**src/rtl/pipe_ctrl_pkg.sv**
```systemverilog
// Shared types for the pipeline stall/flush sequencer: FSM state encoding,
// default drain depth and the packed per-stage strobe bundle.
package pipe_ctrl_pkg;

    typedef enum logic [2:0] {
        PS_RUN      = 3'd0,
        PS_MEM_WAIT = 3'd1,
        PS_DRAIN    = 3'd2,
        PS_HALTED   = 3'd3,
        PS_ERROR    = 3'd4
    } pipe_ctrl_state_e;

    localparam int PIPE_DRAIN_DEPTH_DEF = 4;

    typedef struct packed {
        logic pc_en;
        logic if_id_en;
        logic id_ex_en;
        logic ex_mem_en;
        logic mem_wb_en;
        logic if_id_flush;
        logic id_ex_flush;
        logic mem_wb_bubble;
    } stage_strobe_t;

endpackage

```
**src/rtl/pipe_perf_counter.sv**
```systemverilog
// Saturating event counter: counts cycles with inc=1 and holds at all-ones.
module pipe_perf_counter #(
    parameter int CNT_W = 32
) (
    input  logic             clk,
    input  logic             rst_n,
    input  logic             inc,
    output logic [CNT_W-1:0] count
);

    always_ff @(posedge clk or negedge rst_n) begin
        if (!rst_n) begin
            count <= '0;
        end else if (inc && (count != {CNT_W{1'b1}})) begin
            count <= count + 1'b1;
        end
    end

endmodule

```
**src/rtl/pipeline_ctrl_sequencer.sv**
```systemverilog
// Central stall/flush sequencer with drain/halt FSM and memory-timeout watchdog.
// Optional perf counters are built when PIPE_PERF_CNT_EN is defined.
module pipeline_ctrl_sequencer
    import pipe_ctrl_pkg::*;
#(
    parameter int MEM_TIMEOUT_CYCLES = 255,
    parameter int DRAIN_DEPTH        = PIPE_DRAIN_DEPTH_DEF,
    parameter int CNT_W              = 32
) (
    input  logic             clk,
    input  logic             rst_n,
    input  logic             hz_stall,
    input  logic             ex_branch_taken,
    input  logic             mem_req,
    input  logic             mem_ready,
    input  logic             imem_ready,
    input  logic             halt_req,
    input  logic             resume_req,
    output logic             pc_en,
    output logic             if_id_en,
    output logic             id_ex_en,
    output logic             ex_mem_en,
    output logic             mem_wb_en,
    output logic             if_id_flush,
    output logic             id_ex_flush,
    output logic             mem_wb_bubble,
    output logic             halted,
    output logic             err_timeout,
    output logic [CNT_W-1:0] perf_stall_cnt,
    output logic [CNT_W-1:0] perf_flush_cnt,
    output logic [CNT_W-1:0] perf_memwait_cnt
);

    localparam logic [2:0] ST_RUN      = PS_RUN;
    localparam logic [2:0] ST_MEM_WAIT = PS_MEM_WAIT;
    localparam logic [2:0] ST_DRAIN    = PS_DRAIN;
    localparam logic [2:0] ST_HALTED   = PS_HALTED;
    localparam logic [2:0] ST_ERROR    = PS_ERROR;

    localparam int  DRAIN_W    = $clog2(DRAIN_DEPTH + 1);
    localparam int  WAIT_W     = (MEM_TIMEOUT_CYCLES > 1) ? $clog2(MEM_TIMEOUT_CYCLES) : 1;
    localparam bit  TIMEOUT_EN = (MEM_TIMEOUT_CYCLES != 0);
    localparam logic [WAIT_W-1:0] WAIT_LAST = WAIT_W'(MEM_TIMEOUT_CYCLES - 1);

    logic [2:0]         state;
    logic [DRAIN_W-1:0] drain_cnt;
    logic [WAIT_W-1:0]  wait_cnt;
    logic               freeze;
    logic               stopped;
    logic               watch_en;
    logic               timeout_hit;
    stage_strobe_t      strobe;

    assign freeze      = mem_req & ~mem_ready;
    assign stopped     = (state == ST_HALTED) || (state == ST_ERROR);
    assign watch_en    = (state == ST_RUN) || (state == ST_MEM_WAIT) || (state == ST_DRAIN);
    assign timeout_hit = TIMEOUT_EN && watch_en && freeze && (wait_cnt == WAIT_LAST);
    assign halted      = (state == ST_HALTED);

    // Priority-ordered strobe selection; reset forces NOPs into every stage.
    always_comb begin
        strobe = '0;
        if (!rst_n) begin
            strobe.if_id_flush   = 1'b1;
            strobe.id_ex_flush   = 1'b1;
            strobe.mem_wb_bubble = 1'b1;
        end else if (stopped) begin
            strobe = '0;
        end else if (freeze) begin
            strobe.mem_wb_en     = 1'b1;
            strobe.mem_wb_bubble = 1'b1;
        end else if (ex_branch_taken) begin
            strobe = '{1'b1, 1'b1, 1'b1, 1'b1, 1'b1, 1'b1, 1'b1, 1'b0};
        end else if (hz_stall) begin
            strobe.id_ex_en    = 1'b1;
            strobe.ex_mem_en   = 1'b1;
            strobe.mem_wb_en   = 1'b1;
            strobe.id_ex_flush = 1'b1;
        end else if ((state == ST_DRAIN) || !imem_ready) begin
            strobe = '{1'b0, 1'b1, 1'b1, 1'b1, 1'b1, 1'b1, 1'b0, 1'b0};
        end else begin
            strobe = '{1'b1, 1'b1, 1'b1, 1'b1, 1'b1, 1'b0, 1'b0, 1'b0};
        end
    end

    assign pc_en         = strobe.pc_en;
    assign if_id_en      = strobe.if_id_en;
    assign id_ex_en      = strobe.id_ex_en;
    assign ex_mem_en     = strobe.ex_mem_en;
    assign mem_wb_en     = strobe.mem_wb_en;
    assign if_id_flush   = strobe.if_id_flush;
    assign id_ex_flush   = strobe.id_ex_flush;
    assign mem_wb_bubble = strobe.mem_wb_bubble;

    // The watchdog overrides every transition; ERROR is left only through reset.
    always_ff @(posedge clk or negedge rst_n) begin
        if (!rst_n) begin
            state       <= ST_RUN;
            drain_cnt   <= '0;
            wait_cnt    <= '0;
            err_timeout <= 1'b0;
        end else begin
            if (TIMEOUT_EN && watch_en && freeze && !timeout_hit) begin
                wait_cnt <= wait_cnt + 1'b1;
            end else begin
                wait_cnt <= '0;
            end

            if (timeout_hit) begin
                state       <= ST_ERROR;
                err_timeout <= 1'b1;
            end else begin
                case (state)
                    ST_RUN: begin
                        if (freeze) begin
                            state <= ST_MEM_WAIT;
                        end else if (halt_req) begin
                            state     <= ST_DRAIN;
                            drain_cnt <= DRAIN_W'(DRAIN_DEPTH);
                        end
                    end
                    ST_MEM_WAIT: begin
                        if (!freeze) begin
                            state <= ST_RUN;
                        end
                    end
                    ST_DRAIN: begin
                        if (!freeze && !hz_stall) begin
                            drain_cnt <= drain_cnt - 1'b1;
                            if (drain_cnt == DRAIN_W'(1)) begin
                                state <= ST_HALTED;
                            end
                        end
                    end
                    ST_HALTED: begin
                        if (resume_req && !halt_req) begin
                            state <= ST_RUN;
                        end
                    end
                    ST_ERROR: begin
                        state <= ST_ERROR;
                    end
                    default: begin
                        state <= ST_RUN;
                    end
                endcase
            end
        end
    end

`ifdef PIPE_PERF_CNT_EN
    logic rule_memwait;
    logic rule_flush;
    logic rule_stall;

    assign rule_memwait = !stopped && freeze;
    assign rule_flush   = !stopped && !freeze && ex_branch_taken;
    assign rule_stall   = !stopped && !freeze && !ex_branch_taken && hz_stall;

    pipe_perf_counter #(.CNT_W(CNT_W)) u_stall_cnt (
        .clk   (clk),
        .rst_n (rst_n),
        .inc   (rule_stall),
        .count (perf_stall_cnt)
    );

    pipe_perf_counter #(.CNT_W(CNT_W)) u_flush_cnt (
        .clk   (clk),
        .rst_n (rst_n),
        .inc   (rule_flush),
        .count (perf_flush_cnt)
    );

    pipe_perf_counter #(.CNT_W(CNT_W)) u_memwait_cnt (
        .clk   (clk),
        .rst_n (rst_n),
        .inc   (rule_memwait),
        .count (perf_memwait_cnt)
    );
`else
    assign perf_stall_cnt   = '0;
    assign perf_flush_cnt   = '0;
    assign perf_memwait_cnt = '0;
`endif

endmodule
```
**config.mk**
```make
export PLATFORM = sky130hd
export DESIGN_NAME = pipeline_ctrl_sequencer
export DESIGN_NICKNAME = d
export VERILOG_FILES = /design/src/rtl/pipe_ctrl_pkg.sv /design/src/rtl/pipe_perf_counter.sv /design/src/rtl/pipeline_ctrl_sequencer.sv
export SDC_FILE = /design/constraint.sdc
export NUM_CORES = 1
export LEC_CHECK = 0
export CORE_ASPECT_RATIO = 0.5
export CORE_MARGIN = 2
export CORE_UTILIZATION = 32
export CTS_BUF_LIST = sky130_fd_sc_hd__clkbuf_16
export DETAILED_ROUTE_END_ITERATION = 10
export PLACE_DENSITY = 0.78
export SKIP_LAST_GASP = 1
export SYNTH_ARGS = -nofsm -noshare
export SYNTH_HDL_FRONTEND = slang
export SYNTH_SLANG_ARGS = --single-unit
export TNS_END_PERCENT = 30
```
**constraint.sdc**
```tcl
create_clock -name clk -period 1.43 [get_ports clk]
set_clock_uncertainty 0.05 [all_clocks]
set_input_delay 0.286 -clock clk [delete_from_list [all_inputs] [get_ports clk]]
set_output_delay 0.286 -clock clk [all_outputs]
set_load 0.02 [all_outputs]
```
==> results.cfg <==
[outcome]
status = finished with violations
violations = negative setup slack

[floorplanning]
dieArea_sq_mm = 0.00567
io-pin-count = 115
rows = 18
initial_core_util_pct = 33.1
fp.coreArea_sq_mm = 0.00489
die_w_um = 105
fp.dieH_um = 54.3

[timing]
setup_viol = 14
rsz0062_at_grt = yes
clock.fmax_mhz = 536
final_hold_viol_count = 0
fin_crit_sh_pct = 131
fin_tns_setup_ns = -3.75
slew_violations = 0
finalCriticalPeriod_ns = 1.87
fin_ws_ns = -0.437

[worst_setup_path]
critPathSlowestCell = dfrtp_2
worst_path_dominant_cell_family = simple AND/OR/NAND/NOR gates
crit_chain = or3b_4 > a21oi_2 > nor2_2 > o21ai_4 > buf_6
cp_max_fo = 4
end_kind = output port
cp.arrival_ns = 1.53
critPathRequiredTime_ns = 1.09
startpoint_type = flip-flop
worstSetupPathType = flip-flop to output port
path_buf_inv = 1
slowest_delay_ns = 0.42

[global_route]
met1_usage_pct = 9.54
grt_use_total_pct = 8.50
grt_use_met2_pct = 15.5
grt_pass1_vias = 818
antenna_found_initial = 0
gr-usage-met3_pct = 1.90
top_usage_layer = met2
grt_max_degree = 9
gr-total-overflow = 0
grt_pass1_wl_mm = 3.70

[clocking]
clock_sinks = 15
cts_tree = done
htreeDepth = 1
insertion_delay_ns = 0.24
cts_hold_buf = 0
cts-buffers-inserted = 3
clockBufferDepth = 2
clkTransAtPathRegs_ns = 0.05
root_buffer = clkbuf_16

[yosys]
ys_types = 34
synth-edff-count = 0
syn_area_per_cell_sq_um = 8.12
synthArstFlopShare_pct = 100
synth.top_cells.by_count = 98 x buf_4, 18 x nor2_1, 15 x dfrtp_1, 11 x nand2_1, 7 x inv_1
synth_seq_cells = 15
netlist.area_leader.share_pct = 45.5
seq_area_frac_synth_pct = 23.2
synth_area_leaders = buf_4 46%, dfrtp_1 23%, nor2_1 4.2%, ha_1 3.1%, nand2_1 2.6%
synth_area_leader_cell = buf_4
syn-instance-count = 199
yosysMostFrequentCell = buf_4
synth_ff_type = dfrtp_1
syn-cell-area_sq_mm = 0.00162
ys_warn_count = 0

[placement]
dp_slack_ns = -0.801
port_buffers = 18
dp_hpwl_mm = 2.06
placed_area_sq_mm = 0.00170
place_congestion = 0.747

[layout]
post-route-util_pct = 36.8
area_growth_pct = 11.4
fillers = 499
nets = 250
diodes = 0
final_cell_area_sq_mm = 0.00180
drive_above_1_share_pct = 20.8

[routing]
routed_wl_mm = 2.57
viasPerCell = 3.51
drc = 0
ant_nets = 0
drt_iter0_drc = 58
dr.pass1.iters = 4
wl_per_cell_um = 8.38
vias = 1074

[flow_run]
cap_violations = 0

[power]
power_w = 0.00226
p_per_area_mw_per_mm2 = 1250
power.leakage_nw = 0.943
irDropWorstVdd_uv = 405

[worst_hold_path]
min_path_type = flip-flop to flip-flop
[through the flow]
stage / hold slack [ns] / cells
global route: 0.444 / 306
detailed placement: 0.403 / 301
global placement: 0.400 / 301
finish: 0.413 / 306
CTS: 0.418 / 305
floorplan: -0.0596 / 294
[sequential cells by signal, indices dropped and copies added, names as in the netlist]
| register | count |
|---|---|
| drain_cnt | 3 |
| err_timeout | 1 |
| state | 3 |
| wait_cnt | 8 |
[power breakdown]
part | total [W] | switching, W | internal (W)
Clock | 0.000532 | 0.000162 | 0.000369
Combinational | 0.00117 | 0.000701 | 0.000473
Sequential | 0.000552 | 0.0000547 | 0.000497
Total | 0.00226 | 0.000918 | 0.00134
[kinds of logic after synthesis]
logic type,share of synthesized area [%]
flip-flops,23.2
AO/OA/AOI/OAI,8.05
other,0.232
XOR/XNOR,3.25
buffers and inverters,47.1
AND/OR/NAND/NOR,15.0
adder cells (fa/ha/maj),3.10
[worst paths after layout]
check	startpoint	to	slack, ns	cells past startpoint
setup / recovery	state[2]$_DFFE_PN0P_	if_id_flush	-0.44	5
max in group asynchronous	rst_n	state[2]$_DFFE_PN0P_	0.70	2
hold / removal	err_timeout$_DFFE_PN0P_	err_timeout$_DFFE_PN0P_	0.41	1
setup reg to reg	state[2]$_DFFE_PN0P_	drain_cnt[2]$_DFFE_PN0P_	-0.05	5
hold reg to reg	err_timeout$_DFFE_PN0P_	err_timeout$_DFFE_PN0P_	0.41	1
min in group asynchronous	rst_n	wait_cnt[5]$_DFF_PN0_	0.49	2
[final cells by class]
cell class                      count  area, sq um  share of cell area (%)
Clock buffer                        3         75.1                    4.17
Clock inverter                      1         3.75                   0.208
Inverter                            7         28.8                    1.60
Multi-Input combinational cell    174          917                    50.9
Sequential cell                    15          377                    20.9
Tap cell                           70         87.6                    4.86
Timing Repair Buffer               36          312                    17.3
[placed cells by master, fill, tap and decap left out, types with 2 or more instances in the layout]
cell type and instances:
buf_2 2, conb_1 96, a21oi_1 3, xnor2_1 3
inv_1 7, xor2_1 3, clkbuf_16 3, o21ai_0 2
clkdlybuf4s50_1 9, a21oi_4 2, nor3_1 2, o21ai_4 2
nand3_1 5, buf_6 6, ha_1 4, buf_4 18
nand2_2 3, nand2_1 8, nor2_1 16, nor2b_1 3
dfrtp_1 14
[metal layers]
layer / vias up / wire [um]
met5: - / 0
met4: 0 / 35
met3: 4 / 217
met2: 53 / 1280
met1: 502 / 1030
li1: 515 / -
[what timing repair did]
| action | CTS | global route |
|---|---|---|
| endpoints found under the setup margin | 14 | 25 |
| gates resized for setup | 43 | 6 |
| endpoints found under the hold margin | 0 | 0 |
| pin swaps | 5 | 1 |
| buffers inserted | 0 | 1 |
(Power assumes the default switching activity.)
==> variant 1: new RTL, same settings <==
Change the parameter `CNT_W` from 32 to 48.
--- a/src/rtl/pipeline_ctrl_sequencer.sv
+++ b/src/rtl/pipeline_ctrl_sequencer.sv
@@ -7,3 +7,3 @@
     parameter int DRAIN_DEPTH        = PIPE_DRAIN_DEPTH_DEF,
-    parameter int CNT_W              = 32
+    parameter int CNT_W              = 48
 ) (
Ports: changed (resized perf_flush_cnt, perf_memwait_cnt and perf_stall_cnt); port bits go from 115 to 163. The function was not compared with the original's and may differ.
==> variant 1 against the unedited design <==
Hold slack improved by 13 ps. Critical endpoint is now if_id_en. Final area rose by 11%. Critical path depth is 1 higher. Sequential cell count is the same. Synthesized area is 22% higher. Setup slack got worse by 31 ps. The flow still finishes with violations (negative setup slack). Global-route usage fell by 0.99 points. Wire length increased by 9.7%. Clock power grew 3.9%. Largest power group unchanged. Total power grew 6.8%. Highest routed layer unchanged. Largest cell class unchanged. Die area grew 21%. Non-clock buffer count did not move.
==> variant 1: results (changes against the unedited design) <==
The maximum number of pins on one net before global-route repair was 13 (+4); the via count of the first global-routing pass was 872 (+6.6%). Cell at the root of the clock tree: sky130_fd_sc_hd__clkbuf_16. The run gives 2810 um (+9.7%) as the final wirelength.

The total setup buffers inserted after CTS is 0 (unchanged). The share of the yosys chip area belonging to registers was 0.190 (-0.0423); the leakage power total was 1.10 nW (+16%). Total placed instance area: 0.00190 mm^2 (+12%).

The worst setup slack before clock tree synthesis is -808 ps (-6.35 ps). The worst min-delay path category is in -> async. The number of nets in the final layout came out at 298 (+19%).

The critical path ends at if_id_en. The run gives 0.810 (+8.5%) as the final weighted congestion in routability-driven placement. For the count of fill cells added during filler insertion, the log shows 626 (+25%). Average cell area after synthesis: 8.00 um^2 (-1.5%).

The H-tree depth was 1 (unchanged). The clock-pin slew on the worst setup and hold paths came out at 50 ps (about the same). Among cell families on the critical path, the largest total delay comes from flip-flops. The total power is 2.41 mW (+6.8%), and the buffer levels on the longest clock path is 2 (unchanged).

The tools report the starting DRC count in detailed routing as 30 (-48%). The slowest stage cell on the critical path was sky130_fd_sc_hd__dfrtp_1. The run finished, with violations left. Utilization after layout: 0.332 (-0.0365).

Prevailing post-synth register cell: sky130_fd_sc_hd__dfrtp_1. Tracing the worst setup path back leads to its startpoint at state[0]$_DFFE_PN0P_. The fraction of layout cells with a size suffix above 1 came out at 0.173 (-0.0351). The maximum fanout encountered on the critical timing path came out at 3 (-1). The tools report the final setup violation count as 15 (+1).

The number of unique standard cell types used by synthesis is 34 (unchanged). The depth of the worst register-to-register path works out to 5 (unchanged). The final reports fail on negative setup slack. The via density per instance came out at 3.24 (-7.7%). The tools report the startpoint of the most critical register-to-register path as state[2]$_DFFE_PN0P_. Ranked by total cell area, the synthesized netlist is headed by sky130_fd_sc_hd__buf_4 (55%), sky130_fd_sc_hd__dfrtp_1 (19%), sky130_fd_sc_hd__nor2_1 (3.4%), sky130_fd_sc_hd__ha_1 (2.5%), sky130_fd_sc_hd__nand2_1 (2.1%). The register-to-register path setup slack is -20 ps (+30 ps), and the first-pass detailed-route iteration total is 3 (-1).

The worst-case setup margin in the final layout was -468 ps (-30.6 ps); the total negative slack was -4280 ps (-524 ps). The HPWL after detailed placement was 2430 um (+18%); the minimum hold slack was 426 ps (+13.1 ps). The via count is 1169 (+8.8%), and the critical path's largest stage delay is 390 ps (-30 ps). The wire length of the first global-routing pass was 3970 um (+7.3%); the global routing usage summed across all routing layers was 0.0750 (-0.00991). The maximum vdd ir drop is 0.359 mV (-11%), and the arrival time at the worst endpoint is 1560 ps (+30 ps).

The commonest cells after synthesis are sky130_fd_sc_hd__buf_4 (146), sky130_fd_sc_hd__nor2_1 (18), sky130_fd_sc_hd__dfrtp_1 (15). The worst register-to-register path ends at drain_cnt[2]$_DFFE_PN0P_.
variant 1: final cells by class:
class / instances / area share
multi-input cells: 222 / 0.552
flip-flops and latches: 15 / 0.189
repair buffers: 36 / 0.156
well taps: 77 / 0.0483
clock buffers: 3 / 0.0377
inverters: 7 / 0.0144
clock inverters: 1 / 0.00251
variant 1: cell families after synthesis:
family / after synthesis / synth area share
simple gates: 49 / 0.123
compound gates: 19 / 0.0658
other cells: 1 / 0.00190
xor+xnor: 6 / 0.0266
buf+inv: 153 / 0.568
fa+ha+maj: 4 / 0.0253
flops: 15 / 0.190
variant 1: power breakdown:
| group | switching [mW] | leakage [nW] | internal [mW] |
|---|---|---|---|
| Sequential | 0.0491 | 0.198 | 0.497 |
| Combinational | 0.829 | 0.860 | 0.483 |
| Clock | 0.179 | 0.0409 | 0.374 |
variant 1: layer usage:
| layer | GRT usage | part of all wire | up-vias |
|---|---|---|---|
| li1 | - | - | 569 |
| met1 | 0.0938 | 0.42 | 527 |
| met2 | 0.126 | 0.49 | 71 |
| met3 | 0.0225 | 0.088 | 2 |
| met4 | 0.0241 | 0.0057 | 0 |
| met5 | 0 | 0 | - |
variant 1: worst reg2reg max path: stages, from the launching register on:
cell,delay [ps]
sky130_fd_sc_hd__dfrtp_2,400
sky130_fd_sc_hd__or3b_4,430
sky130_fd_sc_hd__buf_4,150
sky130_fd_sc_hd__nor2_1,80
sky130_fd_sc_hd__nor2_1,40
sky130_fd_sc_hd__o22a_1,190
variant 1: timing repair:
| action | 4_1_cts | 5_1_grt |
|---|---|---|
| pin swaps | 5 | 1 |
| endpoints found under the setup margin | 13 | 25 |
| resized for setup | 43 | 7 |
| gates cloned | 0 | 0 |
==> variant 2: new RTL, same flow settings <==
Made on the original files. Register the output `err_timeout` once more; this adds one clock of latency there. The other outputs are not delayed to match.
--- a/src/rtl/pipeline_ctrl_sequencer.sv
+++ b/src/rtl/pipeline_ctrl_sequencer.sv
@@ -43,2 +43,4 @@
     localparam logic [WAIT_W-1:0] WAIT_LAST = WAIT_W'(MEM_TIMEOUT_CYCLES - 1);
+
+    logic err_timeout_s0;
 
@@ -100,3 +102,3 @@
             wait_cnt    <= '0;
-            err_timeout <= 1'b0;
+            err_timeout_s0 <= 1'b0;
         end else begin
@@ -110,3 +112,3 @@
                 state       <= ST_ERROR;
-                err_timeout <= 1'b1;
+                err_timeout_s0 <= 1'b1;
             end else begin
@@ -185,2 +187,6 @@
 
+    always_ff @(posedge clk) begin
+        err_timeout <= err_timeout_s0;
+    end
+
 endmodule
Formal check against the unedited RTL: no difference found for any inputs over 10 cycles, from zero or initial values and one cycle with rst_n low; that may be too few to reach the edited logic, so the function may still have changed.
==> variant 2 against the unedited design <==
The flow still finishes with violations (negative setup slack). Critical endpoint is now pc_en. First-iteration DRC count is 81% lower. Hold slack worse by 99 ps. Sequential cell count is 1 higher. Highest routed layer unchanged. Synthesized area up 3.2%. Wire length decreased by 0.97%. Setup slack worse by 3.0 ps. Total power increased by 4.5%. Final cell count up 2.9%. Final area grew 6.5%.
==> variant 2: results (changes against the unedited design) <==
The final weighted congestion in routability-driven placement came out at 0.774 (+3.6%). The slowest stage cell on the critical path is sky130_fd_sc_hd__or3b_4. The run gives 0.237 (+0.00486) as the share of the yosys chip area belonging to registers. The proportion of synthesized flip-flops having asynchronous set or reset is 0.938 (-0.0625), and the count of fill cells added during filler insertion is 507 (+1.6%). The power attributed to combinational cells is 1.24 mW (+6%). The routed wire length per instance was 8.06 um (-3.8%). The critical path ends at pc_en. Fraction of layout cells with a size suffix above 1: 0.233 (+0.0250). The met3 wire length came out at 206 um (-5.1%).

The tools report the placed instance count as 308 (+2.3%). The number of unique standard cell types used by synthesis was 36 (+5.9%); the switching part of the total was 0.397 (-0.0101). The run gives 0.0893 (-0.00610) as the met1 global-route usage. The met3 usage in global routing is 0.0211 (+0.00203), and the layout buffer count excluding clock buffers is 45 (+25%). The final setup violation count came out at 25 (+11).

Sorting the synthesized cells by how often they occur yields sky130_fd_sc_hd__buf_4 (98), sky130_fd_sc_hd__nor2_1 (19), sky130_fd_sc_hd__dfrtp_1 (15). The total setup buffers inserted after CTS is 1 (+1), and the maximum vdd ir drop is 0.518 mV (+28%). The flow ran to the end, but the final reports show violations.

The depth of the worst register-to-register path is 4 (-1). Post-route non-filler standard cell count: 315 (+2.9%). The via count of the first global-routing pass is 838 (+2.4%). The synthesized-area fraction occupied by adder cells came out at 0.0300 (-0.000952). The non-clock buffer area fraction after layout came out at 0.201 (+0.0280). For the post-synthesis instance total, the log shows 202 (+1.5%). The share of cell area taken by multi-input logic gates came out at 0.489 (-0.0205).

The worst register-to-register path ends at state[0]$_DFFE_PN0P_. For the global routing usage summed across all routing layers, the log shows 0.0780 (-0.00691). The multi-input combinational gate total was 172 (-1.1%). The wire length of the first global-routing pass came out at 3530 um (-4.7%). The leakage power total was 0.991 nW (+5.1%). The fraction of the mapped netlist area in compound gates is 0.0570 (-0.0235).

The power per cell area came out at 1230 mW/mm^2 (-1.9%). The logs give 0.00192 mm^2 (+6.5%) for the cell area after layout and -440 ps (-3.04 ps) for the worst-case setup margin in the final layout. The run gives -6000 ps (-2250 ps) as the total negative slack.

The most critical setup path has its startpoint at state[0]$_DFFE_PN0P_. The non-clock inverter total of the final layout is 8 (+1). The tools report the clock sink count as 16 (+1). The run gives -722 ps (+79.0 ps) as the worst setup slack before clock tree synthesis.

The final reports fail on negative setup slack. The tools report the startpoint of the most critical register-to-register path as state[1]$_DFFE_PN0P_. The logs give 986 um (-4.4%) for the wire length on met1 and 1340 um (+4.4%) for the met2 wire length.

The maximum number of pins on one net before global-route repair is 13 (+4). The clock network area share is 0.0411 (-0.00266), and the met2 usage in global routing is 0.142 (-0.0126). The number of nets in the final layout is 259 (+3.6%).
variant 2: changes by cell type in the layout (fill, tap and decap cells not counted), moves of 2 or more:
| cell | change |
|---|---|
| sky130_fd_sc_hd__buf_2 | -2 |
| sky130_fd_sc_hd__a21oi_1 | -3 |
| sky130_fd_sc_hd__nand2_2 | -2 |
| sky130_fd_sc_hd__buf_4 | +9 |
| sky130_fd_sc_hd__and2_4 | +2 |
variant 2: worst min path at each step:
stage | startpoint | to | cells after the start
global route | err_timeout_s0$_DFFE_PN0P_ | err_timeout$_DFF_P_ | 0
global placement | err_timeout_s0$_DFFE_PN0P_ | err_timeout$_DFF_P_ | 0
floorplan | rst_n | drain_cnt[0]$_DFFE_PN0P_ | 0
CTS | err_timeout_s0$_DFFE_PN0P_ | err_timeout$_DFF_P_ | 0
detailed placement | err_timeout_s0$_DFFE_PN0P_ | err_timeout$_DFF_P_ | 0
finish | err_timeout_s0$_DFFE_PN0P_ | err_timeout$_DFF_P_ | 0
